`src/rtl/pkg_sfrs_definition.sv`:
```
// SFR layout and shared types for the PWM input-capture peripheral.
package pkg_sfrs_definition;

   // CTRL SFR bit positions (bit 0 = on)
   localparam int unsigned CTRL_W      = 9;
   localparam int unsigned CTRL_ON     = 0;
   localparam int unsigned CTRL_ARM    = 1;
   localparam int unsigned CTRL_SINGLE = 2;
   localparam int unsigned CTRL_POL    = 3;
   localparam int unsigned CTRL_RST    = 4;
   localparam int unsigned CTRL_DONEEN = 5;
   localparam int unsigned CTRL_OVFEN  = 6;
   localparam int unsigned CTRL_DONEF  = 7;
   localparam int unsigned CTRL_OVFF   = 8;

   // CTRL fields, MSB first so that 'on' lands on bit 0
   typedef struct packed {
      logic ovf_f;
      logic done_f;
      logic ovf_en;
      logic done_en;
      logic rst;
      logic pol;
      logic single;
      logic arm;
      logic on;
   } cap_ctrl_t;

   // PER / HI SFR images for the default 32-bit bus, 16-bit result
   typedef struct packed {
      logic [15:0] rsvd;
      logic [15:0] per;
   } cap_per_t;

   typedef struct packed {
      logic [15:0] rsvd;
      logic [15:0] hi;
   } cap_hi_t;

   typedef enum logic [1:0] {
      IDLE      = 2'd0,
      WAIT_EDGE = 2'd1,
      MEAS_HI   = 2'd2,
      MEAS_LO   = 2'd3
   } cap_state_e;

endpackage

```
`src/rtl/cap_edge_sync.sv`:
```
// Pin synchronizer with polarity select and active/inactive edge pulses.
// Both edges see the same pipeline depth, so the latency cancels in any
// edge-to-edge measurement.
module cap_edge_sync (
   input  logic clk_i,
   input  logic rst_ni,
   input  logic en_i,
   input  logic pin_i,
   input  logic pol_i,
   output logic rise_o,
   output logic fall_o
);

   logic s1_q;
   logic s2_q;
   logic s3_q;
   logic lvl_now;
   logic lvl_prev;

   // two metastability flops plus one history flop, advancing only when enabled
   always_ff @(posedge clk_i or negedge rst_ni) begin
      if (!rst_ni) begin
         s1_q <= 1'b0;
         s2_q <= 1'b0;
         s3_q <= 1'b0;
      end else if (en_i) begin
         s1_q <= pin_i;
         s2_q <= s1_q;
         s3_q <= s2_q;
      end
   end

   // polarity applied to both taps, so a pol change alone never fakes an edge
   always_comb begin
      lvl_now  = s2_q ^ pol_i;
      lvl_prev = s3_q ^ pol_i;
      rise_o   = lvl_now & ~lvl_prev;
      fall_o   = ~lvl_now & lvl_prev;
   end

endmodule

```
`src/rtl/pwm_capture_nbit.sv`:
```
// PWM input capture: measures period and active-phase time of pwm_in in
// sys_clk cycles and reports results, flags and events through the SFR
// hardware-update interface.
module pwm_capture_nbit #(
   parameter int unsigned DATA_WIDTH = 32,
   parameter int unsigned N          = 16
) (
   input  logic                  sys_clk,
   input  logic                  sys_rst_n,
   input  logic                  sys_clk_en,
   input  logic                  pwm_in,
   input  logic [DATA_WIDTH-1:0] cap_ctrl,
   output logic [DATA_WIDTH-1:0] hw_up_cap_ctrl,
   output logic [DATA_WIDTH-1:0] hw_val_cap_ctrl,
   output logic [DATA_WIDTH-1:0] hw_up_cap_per,
   output logic [DATA_WIDTH-1:0] hw_val_cap_per,
   output logic [DATA_WIDTH-1:0] hw_up_cap_hi,
   output logic [DATA_WIDTH-1:0] hw_val_cap_hi,
   output logic                  cap_done_event,
   output logic                  cap_ovf_event
);

   import pkg_sfrs_definition::*;

   localparam logic [N-1:0] CNT_MAX = '1;

   cap_ctrl_t    ctrl;
   logic         run;
   logic         edge_rise;
   logic         edge_fall;
   logic         unused_ctrl;

   cap_state_e   state_q;
   logic [N-1:0] cnt_q;
   logic [N-1:0] hi_hold_q;

   cap_ctrl_t    up_ctrl_q;
   cap_ctrl_t    val_ctrl_q;
   logic         res_up_q;
   logic [N-1:0] per_val_q;
   logic [N-1:0] hi_val_q;
   logic         done_ev_q;
   logic         ovf_ev_q;

   assign ctrl        = cap_ctrl_t'(cap_ctrl[CTRL_W-1:0]);
   assign unused_ctrl = ^{cap_ctrl[DATA_WIDTH-1:CTRL_W], ctrl.done_f, ctrl.ovf_f};
   assign run         = sys_clk_en & ctrl.on;

   cap_edge_sync u_sync (
      .clk_i  (sys_clk),
      .rst_ni (sys_rst_n),
      .en_i   (run),
      .pin_i  (pwm_in),
      .pol_i  (ctrl.pol),
      .rise_o (edge_rise),
      .fall_o (edge_fall)
   );

   // capture FSM, counter, hi holding register and all registered SFR/event outputs
   always_ff @(posedge sys_clk or negedge sys_rst_n) begin
      if (!sys_rst_n) begin
         state_q    <= IDLE;
         cnt_q      <= '0;
         hi_hold_q  <= '0;
         up_ctrl_q  <= '0;
         val_ctrl_q <= '0;
         res_up_q   <= 1'b0;
         per_val_q  <= '0;
         hi_val_q   <= '0;
         done_ev_q  <= 1'b0;
         ovf_ev_q   <= 1'b0;
      end else if (sys_clk_en) begin
         up_ctrl_q  <= '0;
         val_ctrl_q <= '0;
         res_up_q   <= 1'b0;
         per_val_q  <= '0;
         hi_val_q   <= '0;
         done_ev_q  <= 1'b0;
         ovf_ev_q   <= 1'b0;
         if (!ctrl.on) begin
            state_q <= IDLE;
            cnt_q   <= '0;
         end else if (ctrl.rst && !up_ctrl_q.rst) begin
            // the clear strobe issued last cycle has not reached the SFR yet,
            // so a still-set rst bit in that cycle is not a new request
            state_q      <= ctrl.arm ? WAIT_EDGE : IDLE;
            cnt_q        <= '0;
            up_ctrl_q.rst <= 1'b1;
         end else begin
            case (state_q)
               IDLE: begin
                  // arm clear from a finished single capture may still be in flight
                  if (ctrl.arm && !up_ctrl_q.arm) begin
                     state_q <= WAIT_EDGE;
                  end
               end
               WAIT_EDGE: begin
                  if (edge_rise) begin
                     cnt_q   <= N'(1);
                     state_q <= MEAS_HI;
                  end
               end
               MEAS_HI: begin
                  if (cnt_q == CNT_MAX) begin
                     state_q           <= WAIT_EDGE;
                     cnt_q             <= '0;
                     up_ctrl_q.ovf_f   <= 1'b1;
                     val_ctrl_q.ovf_f  <= 1'b1;
                     ovf_ev_q          <= ctrl.ovf_en;
                  end else if (edge_fall) begin
                     hi_hold_q <= cnt_q;
                     cnt_q     <= cnt_q + 1'b1;
                     state_q   <= MEAS_LO;
                  end else begin
                     cnt_q <= cnt_q + 1'b1;
                  end
               end
               MEAS_LO: begin
                  // a completing edge beats overflow: a period of exactly CNT_MAX fits
                  if (edge_rise) begin
                     res_up_q          <= 1'b1;
                     per_val_q         <= cnt_q;
                     hi_val_q          <= hi_hold_q;
                     up_ctrl_q.done_f  <= 1'b1;
                     val_ctrl_q.done_f <= 1'b1;
                     done_ev_q         <= ctrl.done_en;
                     if (ctrl.single) begin
                        state_q        <= IDLE;
                        cnt_q          <= '0;
                        up_ctrl_q.arm  <= 1'b1;
                        val_ctrl_q.arm <= 1'b0;
                     end else begin
                        state_q <= MEAS_HI;
                        cnt_q   <= N'(1);
                     end
                  end else if (cnt_q == CNT_MAX) begin
                     state_q           <= WAIT_EDGE;
                     cnt_q             <= '0;
                     up_ctrl_q.ovf_f   <= 1'b1;
                     val_ctrl_q.ovf_f  <= 1'b1;
                     ovf_ev_q          <= ctrl.ovf_en;
                  end else begin
                     cnt_q <= cnt_q + 1'b1;
                  end
               end
               default: begin
                  state_q <= IDLE;
                  cnt_q   <= '0;
               end
            endcase
         end
      end
   end

   // drive the SFR update bus and events from the registered images
   always_comb begin
      hw_up_cap_ctrl  = DATA_WIDTH'(up_ctrl_q);
      hw_val_cap_ctrl = DATA_WIDTH'(val_ctrl_q);
      hw_up_cap_per   = DATA_WIDTH'({N{res_up_q}});
      hw_val_cap_per  = DATA_WIDTH'(per_val_q);
      hw_up_cap_hi    = DATA_WIDTH'({N{res_up_q}});
      hw_val_cap_hi   = DATA_WIDTH'(hi_val_q);
      cap_done_event  = done_ev_q;
      cap_ovf_event   = ovf_ev_q;
   end

endmodule

```
`config.mk`:
```
export PLATFORM = sky130hd
export DESIGN_NAME = pwm_capture_nbit
export DESIGN_NICKNAME = d
export VERILOG_FILES = /design/src/rtl/pkg_sfrs_definition.sv /design/src/rtl/cap_edge_sync.sv /design/src/rtl/pwm_capture_nbit.sv
export SDC_FILE = /design/constraint.sdc
export NUM_CORES = 1
export LEC_CHECK = 0
export CAP_MARGIN = 15
export CORE_MARGIN = 2
export CORE_UTILIZATION = 30
export CTS_BUF_LIST = sky130_fd_sc_hd__clkbuf_4 sky130_fd_sc_hd__clkbuf_8
export CTS_CLUSTER_DIAMETER = 50
export DETAILED_ROUTE_END_ITERATION = 6
export GPL_ROUTABILITY_DRIVEN = 0
export PLACE_DENSITY = 0.66
export SLEW_MARGIN = 20
export SYNTH_ARGS = -nofsm -noshare
export SYNTH_HDL_FRONTEND = slang
export SYNTH_SLANG_ARGS = --single-unit
```
`constraint.sdc`:
```
create_clock -name sys_clk -period 4.6 [get_ports sys_clk]
set_input_delay 0.69 -clock sys_clk [delete_from_list [all_inputs] [get_ports sys_clk]]
set_output_delay 0.69 -clock sys_clk [all_outputs]
set_load 0.02 [all_outputs]
```
==> results of run 1 <==
[synth_stat cells, drive strengths merged]
cell and number:
o31ai 5, o22a 1, and3 3, dfrtp 75
nand3 6, a311oi 1, nor4 6, nor3 9
nor3b 3, o32ai 2, ha 1, buf 166
nand2 11, conb 1, nor2 11, or3 2
mux2 20, nor2b 2, nand2b 3, clkbuf 11
o41ai 4, inv 7, nand4 5, a21boi 1
o221ai 1, o31a 1, a21o 5, a22o 39
mux2i 2, or2 1, a2bb2oi 2, nand4b 2
o2bb2ai 1, a221o 1, o21ai 12, xor2 1
nor4b 2, a21oi 2
[final timing paths]
kind | depth (start not counted) | slack [ns] | start | endpoint
hold reg to reg | 1 | 0.49 | hi_hold_q[10]$_DFFE_PN0P_ | hi_val_q[10]$_DFFE_PN0P_
setup / recovery | 7 | 1.50 | sys_clk_en | hi_hold_q[4]$_DFFE_PN0P_
hold / removal | 1 | 0.49 | sys_rst_n | hi_val_q[2]$_DFFE_PN0P_
max in group asynchronous | 1 | 3.51 | sys_rst_n | hi_hold_q[8]$_DFFE_PN0P_
min in group sys_clk | 1 | 0.49 | hi_hold_q[10]$_DFFE_PN0P_ | hi_val_q[10]$_DFFE_PN0P_
setup reg to reg | 5 | 1.99 | state_q[0]$_DFFE_PN0P_ | per_val_q[15]$_DFFE_PN0P_
[report_power, final]
part           internal [uW]  leakage, uW  switching [uW]
clock                    217    0.0000928             227
sequential               670      0.00104            15.2
combinational           41.7      0.00118             155
[state kept, by name (all words and copies together) (netlist names)]
signal	count
cnt_q	16
hi_hold_q	16
hi_val_q	16
per_val_q	16
hw_up_cap_ctrl	2
hw_val_cap_ctrl	2
state_q	2
cap_done_event	1
cap_ovf_event	1
u_sync.s1_q	1
u_sync.s2_q	1
u_sync.s3_q	1
[area by class of cell]
type | instances | area (um^2)
Sequential cell | 75 | 1880
Timing Repair Buffer | 85 | 841
Fill cell | 1447 | 9670
Clock buffer | 12 | 153
Clock inverter | 3 | 15.0
Multi-Input combinational cell | 290 | 1770
Inverter | 7 | 26.3
Tap cell | 184 | 230
[per-stage QoR]
step / instance area (um^2) / std cells / power, uW / hold slack [ns]
after floorplan: 4950 / 549 / 933 / 0.394
after global placement: 4750 / 641 / 888 / 0.474
after detailed placement: 4750 / 641 / 895 / 0.479
after CTS: 4910 / 656 / 1340 / 0.496
after global routing: 4910 / 656 / 1400 / 0.515
final: 4910 / 656 / 1330 / 0.485
[cell families after synthesis]
kind of cell | Yosys count
other cells | 1
simple gates | 66
xor+xnor | 1
mux | 22
compound gates | 78
flops | 75
buf+inv | 184
fa+ha+maj | 1
[metal layers]
layer | global-route usage [%] | share of wire (%) | wire, um
met3 | 3.33 | 7.1 | 618
met4 | 2.71 | 0.94 | 82
met2 | 18.4 | 51 | 4420
met5 | 0 | 0 | 0
met1 | 12.5 | 41 | 3570
==> reports/qor.json, run 1 <==
{
  "clock_tree": {
    "postCtsHoldBufs": 0,
    "number_of_sinks_on_the_clock_net": 75,
    "cts_made_buffers": 9,
    "cts_tree": "built",
    "cts_max_level": 3,
    "post_cts_resize_count": 0,
    "later_pin_clock_latency_in_the_skew_report_ns": 0.35,
    "cts.root.buffer_cell": "sky130_fd_sc_hd__clkbuf_8",
    "cts.path.max_buffers": 2,
    "postCtsSetupBuffers": 0,
    "clk_pin_slew_worst_paths_ns": 0.07
  },
  "job": {
    "max_cap_violations": 0
  },
  "detailed_routing": {
    "drc": 0,
    "wl_mm": 8.69,
    "initial_drt_pass_iterations": 4,
    "violation_count_after_the_first_detailed_routing_iteration": 155,
    "postRouteAntennaNets": 0,
    "routed_via_count": 2841,
    "wire_per_inst_um": 13.3,
    "drt-vias-per-instance": 4.33
  },
  "global_route": {
    "antenna_found_initial": 0,
    "grt_pass1_wl_mm": 13.6,
    "grt_pass1_vias": 2591,
    "grt_max_degree": 76,
    "gr-usage-all-layers_pct": 10.5,
    "globalRoute.totalOverflow": 0
  },
  "timing": {
    "fmax_ghz": 0.323,
    "slew_headroom_pct": 37.4,
    "finalCritPeriodShare_pct": 67.4,
    "tightestPinTransition_ns": 0.938,
    "fin_tns_setup_ns": 0,
    "clock_skew_ns": 0.0111,
    "unrepaired_setup_endpoints_after_global_routing": "no",
    "final_hold_viol_count": 0,
    "final.setup.worst_slack_ns": 1.50,
    "min_clock_period_post_route_ns": 3.10,
    "pins_over_slew_limit": 0,
    "setup_viol_count_final": 0
  },
  "synthesis": {
    "synth.distinct_cells": 48,
    "yosys.area_share.simple_pct": 9.06,
    "synthesis.area_per_instance_um2": 10.5,
    "sequential_to_total_area_share_from_yosys_stat_pct": 41.7,
    "synth-xor-area-share_pct": 0.195,
    "synth_top_area_share_pct": 41.7,
    "yosys.area_share.adder_pct": 0.278,
    "ys_seq_elements": 75,
    "synth_largest_area_cell": "sky130_fd_sc_hd__dfrtp_1",
    "synth.area.top_cells": "sky130_fd_sc_hd__dfrtp_1 42%, sky130_fd_sc_hd__buf_4 26%, sky130_fd_sc_hd__a22o_1 7.6%",
    "synth_mux_area_share_pct": 5.45,
    "synth_top_family_by_area": "buffers and inverters",
    "synthesis.area_um2": 4500,
    "synth-compound-area-share_pct": 14.2,
    "synthCells": 428,
    "yosys_warnings": 0
  },
  "setup_path": {
    "timing.critical_path.slowest_stage_cell": "sky130_fd_sc_hd__nor4_4",
    "crit_path_start_kind": "input port",
    "cp_data_required_time_ns": 4.83,
    "worst_ep_arrival_time_ns": 3.33,
    "cp_top_family": "simple AND/OR/NAND/NOR gates",
    "end_kind": "flop",
    "timing.critical_path.buf_inv": 2,
    "worst-path-max-fanout": 9,
    "path_cells": "clkdlybuf4s50_1, nand2_1, nor2_1, nand2_1, nor4_4, buf_4, mux2_2",
    "worst-setup-path-type": "in2reg",
    "cpMostUsedCell": "sky130_fd_sc_hd__nand2_1",
    "timing.critical_path.slowest_cell_delay_ns": 0.71
  },
  "power_and_ir_drop": {
    "total_leakage_power_uw": 0.00232,
    "ir_worst_vdd_mv": 0.156,
    "power_density_nw_per_um2": 270
  },
  "placement": {
    "io_buffers": 82,
    "post-dp-hpwl_mm": 6.24,
    "post-place-ws_ns": 1.12
  },
  "floorplanning": {
    "start_util_pct": 30.8,
    "fp.dieW_um": 126,
    "io-pin-count": 230,
    "placeableCoreArea_um2": 14600,
    "die_height_um": 126,
    "floorplan.die_area_um2": 16000,
    "number_of_cell_rows": 44
  },
  "final_layout": {
    "synthToLayoutAreaGrowth_pct": 9.20,
    "layout_common_cells": "122 x sky130_fd_sc_hd__conb_1, 81 x sky130_fd_sc_hd__clkdlybuf4s50_1, 75 x sky130_fd_sc_hd__dfrtp_1",
    "layout-drive-gt1-share_pct": 10.2,
    "final_net_count": 505,
    "antennaDiodeCount": 0,
    "mostFrequentLayoutCell": "sky130_fd_sc_hd__conb_1",
    "fin_util_pct": 33.7
  },
  "hold_path": {
    "hold_path_class": "in2async"
  },
  "outcome": {
    "outcome": "completed"
  }
}
(Power assumes the default switching activity.)
==> run 2: changes to the inputs <==
--- a/config.mk
+++ b/config.mk
@@ -12,7 +12,7 @@
 export CTS_CLUSTER_DIAMETER = 50
 export DETAILED_ROUTE_END_ITERATION = 6
 export GPL_ROUTABILITY_DRIVEN = 0
-export PLACE_DENSITY = 0.66
+export PLACE_DENSITY = 0.69
 export SLEW_MARGIN = 20
 export SYNTH_ARGS = -nofsm -noshare
 export SYNTH_HDL_FRONTEND = slang
==> constraint.sdc (replaced) <==
create_clock -name sys_clk -period 2.5 [get_ports sys_clk]
set_input_delay 0.375 -clock sys_clk [delete_from_list [all_inputs] [get_ports sys_clk]]
set_output_delay 0.375 -clock sys_clk [all_outputs]
set_load 0.02 [all_outputs]
==> reports/qor.json, run 2 (synthesis gave the netlist of run 1 again) <==
{
  "outcome": {
    "outcome": "completed"
  },
  "global_route": {
    "antenna_found_initial": 0,
    "gr-usage-all-layers_pct": 10.9,
    "globalRoute.totalOverflow": 0,
    "grt_pass1_wl_mm": 13.9,
    "grt_pass1_vias": 2667,
    "grt_max_degree": 76
  },
  "detailed_routing": {
    "routed_via_count": 2887,
    "postRouteAntennaNets": 0,
    "wire_per_inst_um": 13.3,
    "drc": 0,
    "drt-vias-per-instance": 4.33,
    "wl_mm": 8.86,
    "initial_drt_pass_iterations": 4,
    "violation_count_after_the_first_detailed_routing_iteration": 170
  },
  "timing": {
    "tightestPinTransition_ns": 0.928,
    "setup_viol_count_final": 0,
    "finalCritPeriodShare_pct": 86.7,
    "fin_tns_setup_ns": 0,
    "min_clock_period_post_route_ns": 2.17,
    "pins_over_slew_limit": 0,
    "fmax_ghz": 0.462,
    "clock_skew_ns": 0.00552,
    "unrepaired_setup_endpoints_after_global_routing": "no",
    "slew_headroom_pct": 38.2,
    "final_hold_viol_count": 0
  },
  "clock_tree": {
    "postCtsHoldBufs": 0,
    "cts.root.buffer_cell": "sky130_fd_sc_hd__clkbuf_8",
    "later_pin_clock_latency_in_the_skew_report_ns": 0.34,
    "clk_pin_slew_worst_paths_ns": 0.07,
    "cts.path.max_buffers": 2,
    "cts_made_buffers": 9,
    "postCtsSetupBuffers": 0,
    "post_cts_resize_count": 0,
    "cts_max_level": 3,
    "cts_tree": "built",
    "number_of_sinks_on_the_clock_net": 75
  },
  "setup_path": {
    "crit_path_start_kind": "flop",
    "timing.critical_path.from": "cnt_q[0]$_DFFE_PN0P_",
    "capture_point_of_the_worst_reg_to_reg_path": "hi_hold_q[8]$_DFFE_PN0P_",
    "cp_data_required_time_ns": 2.72,
    "worst-path-max-fanout": 13,
    "end_kind": "flop",
    "worst-setup-path-type": "reg2reg",
    "ff2ff_setup_slack_ns": 0.33,
    "rr_worst_depth": 7,
    "regToRegStartpoint": "cnt_q[0]$_DFFE_PN0P_",
    "worst_ep_arrival_time_ns": 2.39
  },
  "final_layout": {
    "finished_cell_area_um2": 5070,
    "layout-drive-gt1-share_pct": 12.0,
    "synthToLayoutAreaGrowth_pct": 12.7,
    "final_net_count": 516,
    "layout_common_cells": "122 x sky130_fd_sc_hd__conb_1, 81 x sky130_fd_sc_hd__clkdlybuf4s50_1, 75 x sky130_fd_sc_hd__dfrtp_1",
    "num-fill-cells": 1450,
    "antennaDiodeCount": 0,
    "mostFrequentLayoutCell": "sky130_fd_sc_hd__conb_1"
  },
  "floorplanning": {
    "start_util_pct": 30.8,
    "io-pin-count": 230,
    "placeableCoreArea_um2": 14600,
    "fp.dieW_um": 126,
    "die_height_um": 126,
    "floorplan.die_area_um2": 16000,
    "number_of_cell_rows": 44
  },
  "placement": {
    "io_buffers": 82,
    "post-dp-hpwl_mm": 6.45,
    "placedInstanceArea_um2": 4850
  },
  "job": {
    "max_cap_violations": 0
  },
  "power_and_ir_drop": {
    "ir_worst_vdd_mv": 0.318,
    "power_density_nw_per_um2": 519,
    "total_leakage_power_uw": 0.00240
  },
  "hold_path": {
    "hold_path_class": "in2async"
  }
}
[run 2: changes by cell type in the layout (fill, tap and decap cells not counted)]
cell / change
sky130_fd_sc_hd__bufinv_16: +1
sky130_fd_sc_hd__clkbuf_4: -1
sky130_fd_sc_hd__inv_2: -1
sky130_fd_sc_hd__clkbuf_8: +3
sky130_fd_sc_hd__buf_4: +9
sky130_fd_sc_hd__clkinv_2: -3
sky130_fd_sc_hd__inv_1: +1
sky130_fd_sc_hd__buf_12: +2
[run 2: worst max path at each step]
| stage | depth (start not counted) | slack (ns) | to |
|---|---|---|---|
| 5_1_grt | 7 | 0.21 | cnt_q[13]$_DFFE_PN0P_ |
| 3_5_place_dp | 6 | 0.03 | cnt_q[6]$_DFFE_PN0P_ |
| 6_report | 7 | 0.33 | hi_hold_q[8]$_DFFE_PN0P_ |
| 3_3_place_gp | 6 | 0.14 | cnt_q[13]$_DFFE_PN0P_ |
| 4_1_cts | 7 | 0.32 | hi_hold_q[8]$_DFFE_PN0P_ |
| 2_1_floorplan | 7 | 0.48 | hi_hold_q[10]$_DFFE_PN0P_ |
[run 2: report_power, final]
part / switching (uW) / internal (uW)
logic: 289 / 84.2
clock network: 418 / 577
registers: 28.2 / 1230
total: 736 / 1890
[run 2: layer usage]
layer  GRT usage [%]  wire length (um)
met1            13.0              3630
met2            18.0              4460
met3            3.54               577
met4            4.40               197
met5               0                 0
[run 2: area by class of cell]
| type | count | area [um^2] | share of cell area, % |
|---|---|---|---|
| Clock buffer | 14 | 186 | 3.68 |
| Clock inverter | 1 | 30.0 | 0.592 |
| Inverter | 7 | 26.3 | 0.518 |
| Multi-Input combinational cell | 290 | 1770 | 35.0 |
| Sequential cell | 75 | 1880 | 37.0 |
| Tap cell | 184 | 230 | 4.54 |
| Timing Repair Buffer | 96 | 948 | 18.7 |
[run 2: metrics by stage]
step / setup WS (ns) / utilization, % / total power [uW] / hold WS [ns] / instances
floorplan: 0.479 / - / 1720 / 0.0794 / 549
global placement: 0.141 / 33.3 / 1640 / 0.465 / 652
detailed placement: 0.0343 / 33.3 / 1660 / 0.471 / 652
CTS: 0.322 / 34.8 / 2660 / 0.199 / 667
global route: 0.206 / 34.8 / 2770 / 0.235 / 667
finish: 0.333 / 34.8 / 2630 / 0.176 / 667
[run 2: critical path, stage by stage (launching register included)]
cell and delay [ns]:
sky130_fd_sc_hd__dfrtp_1 0.48, sky130_fd_sc_hd__ha_1 0.24, sky130_fd_sc_hd__nand3_2 0.19, sky130_fd_sc_hd__nor4_4 0.41
sky130_fd_sc_hd__buf_4 0.22, sky130_fd_sc_hd__nor4_4 0.06, sky130_fd_sc_hd__buf_12 0.17, sky130_fd_sc_hd__mux2_2 0.27
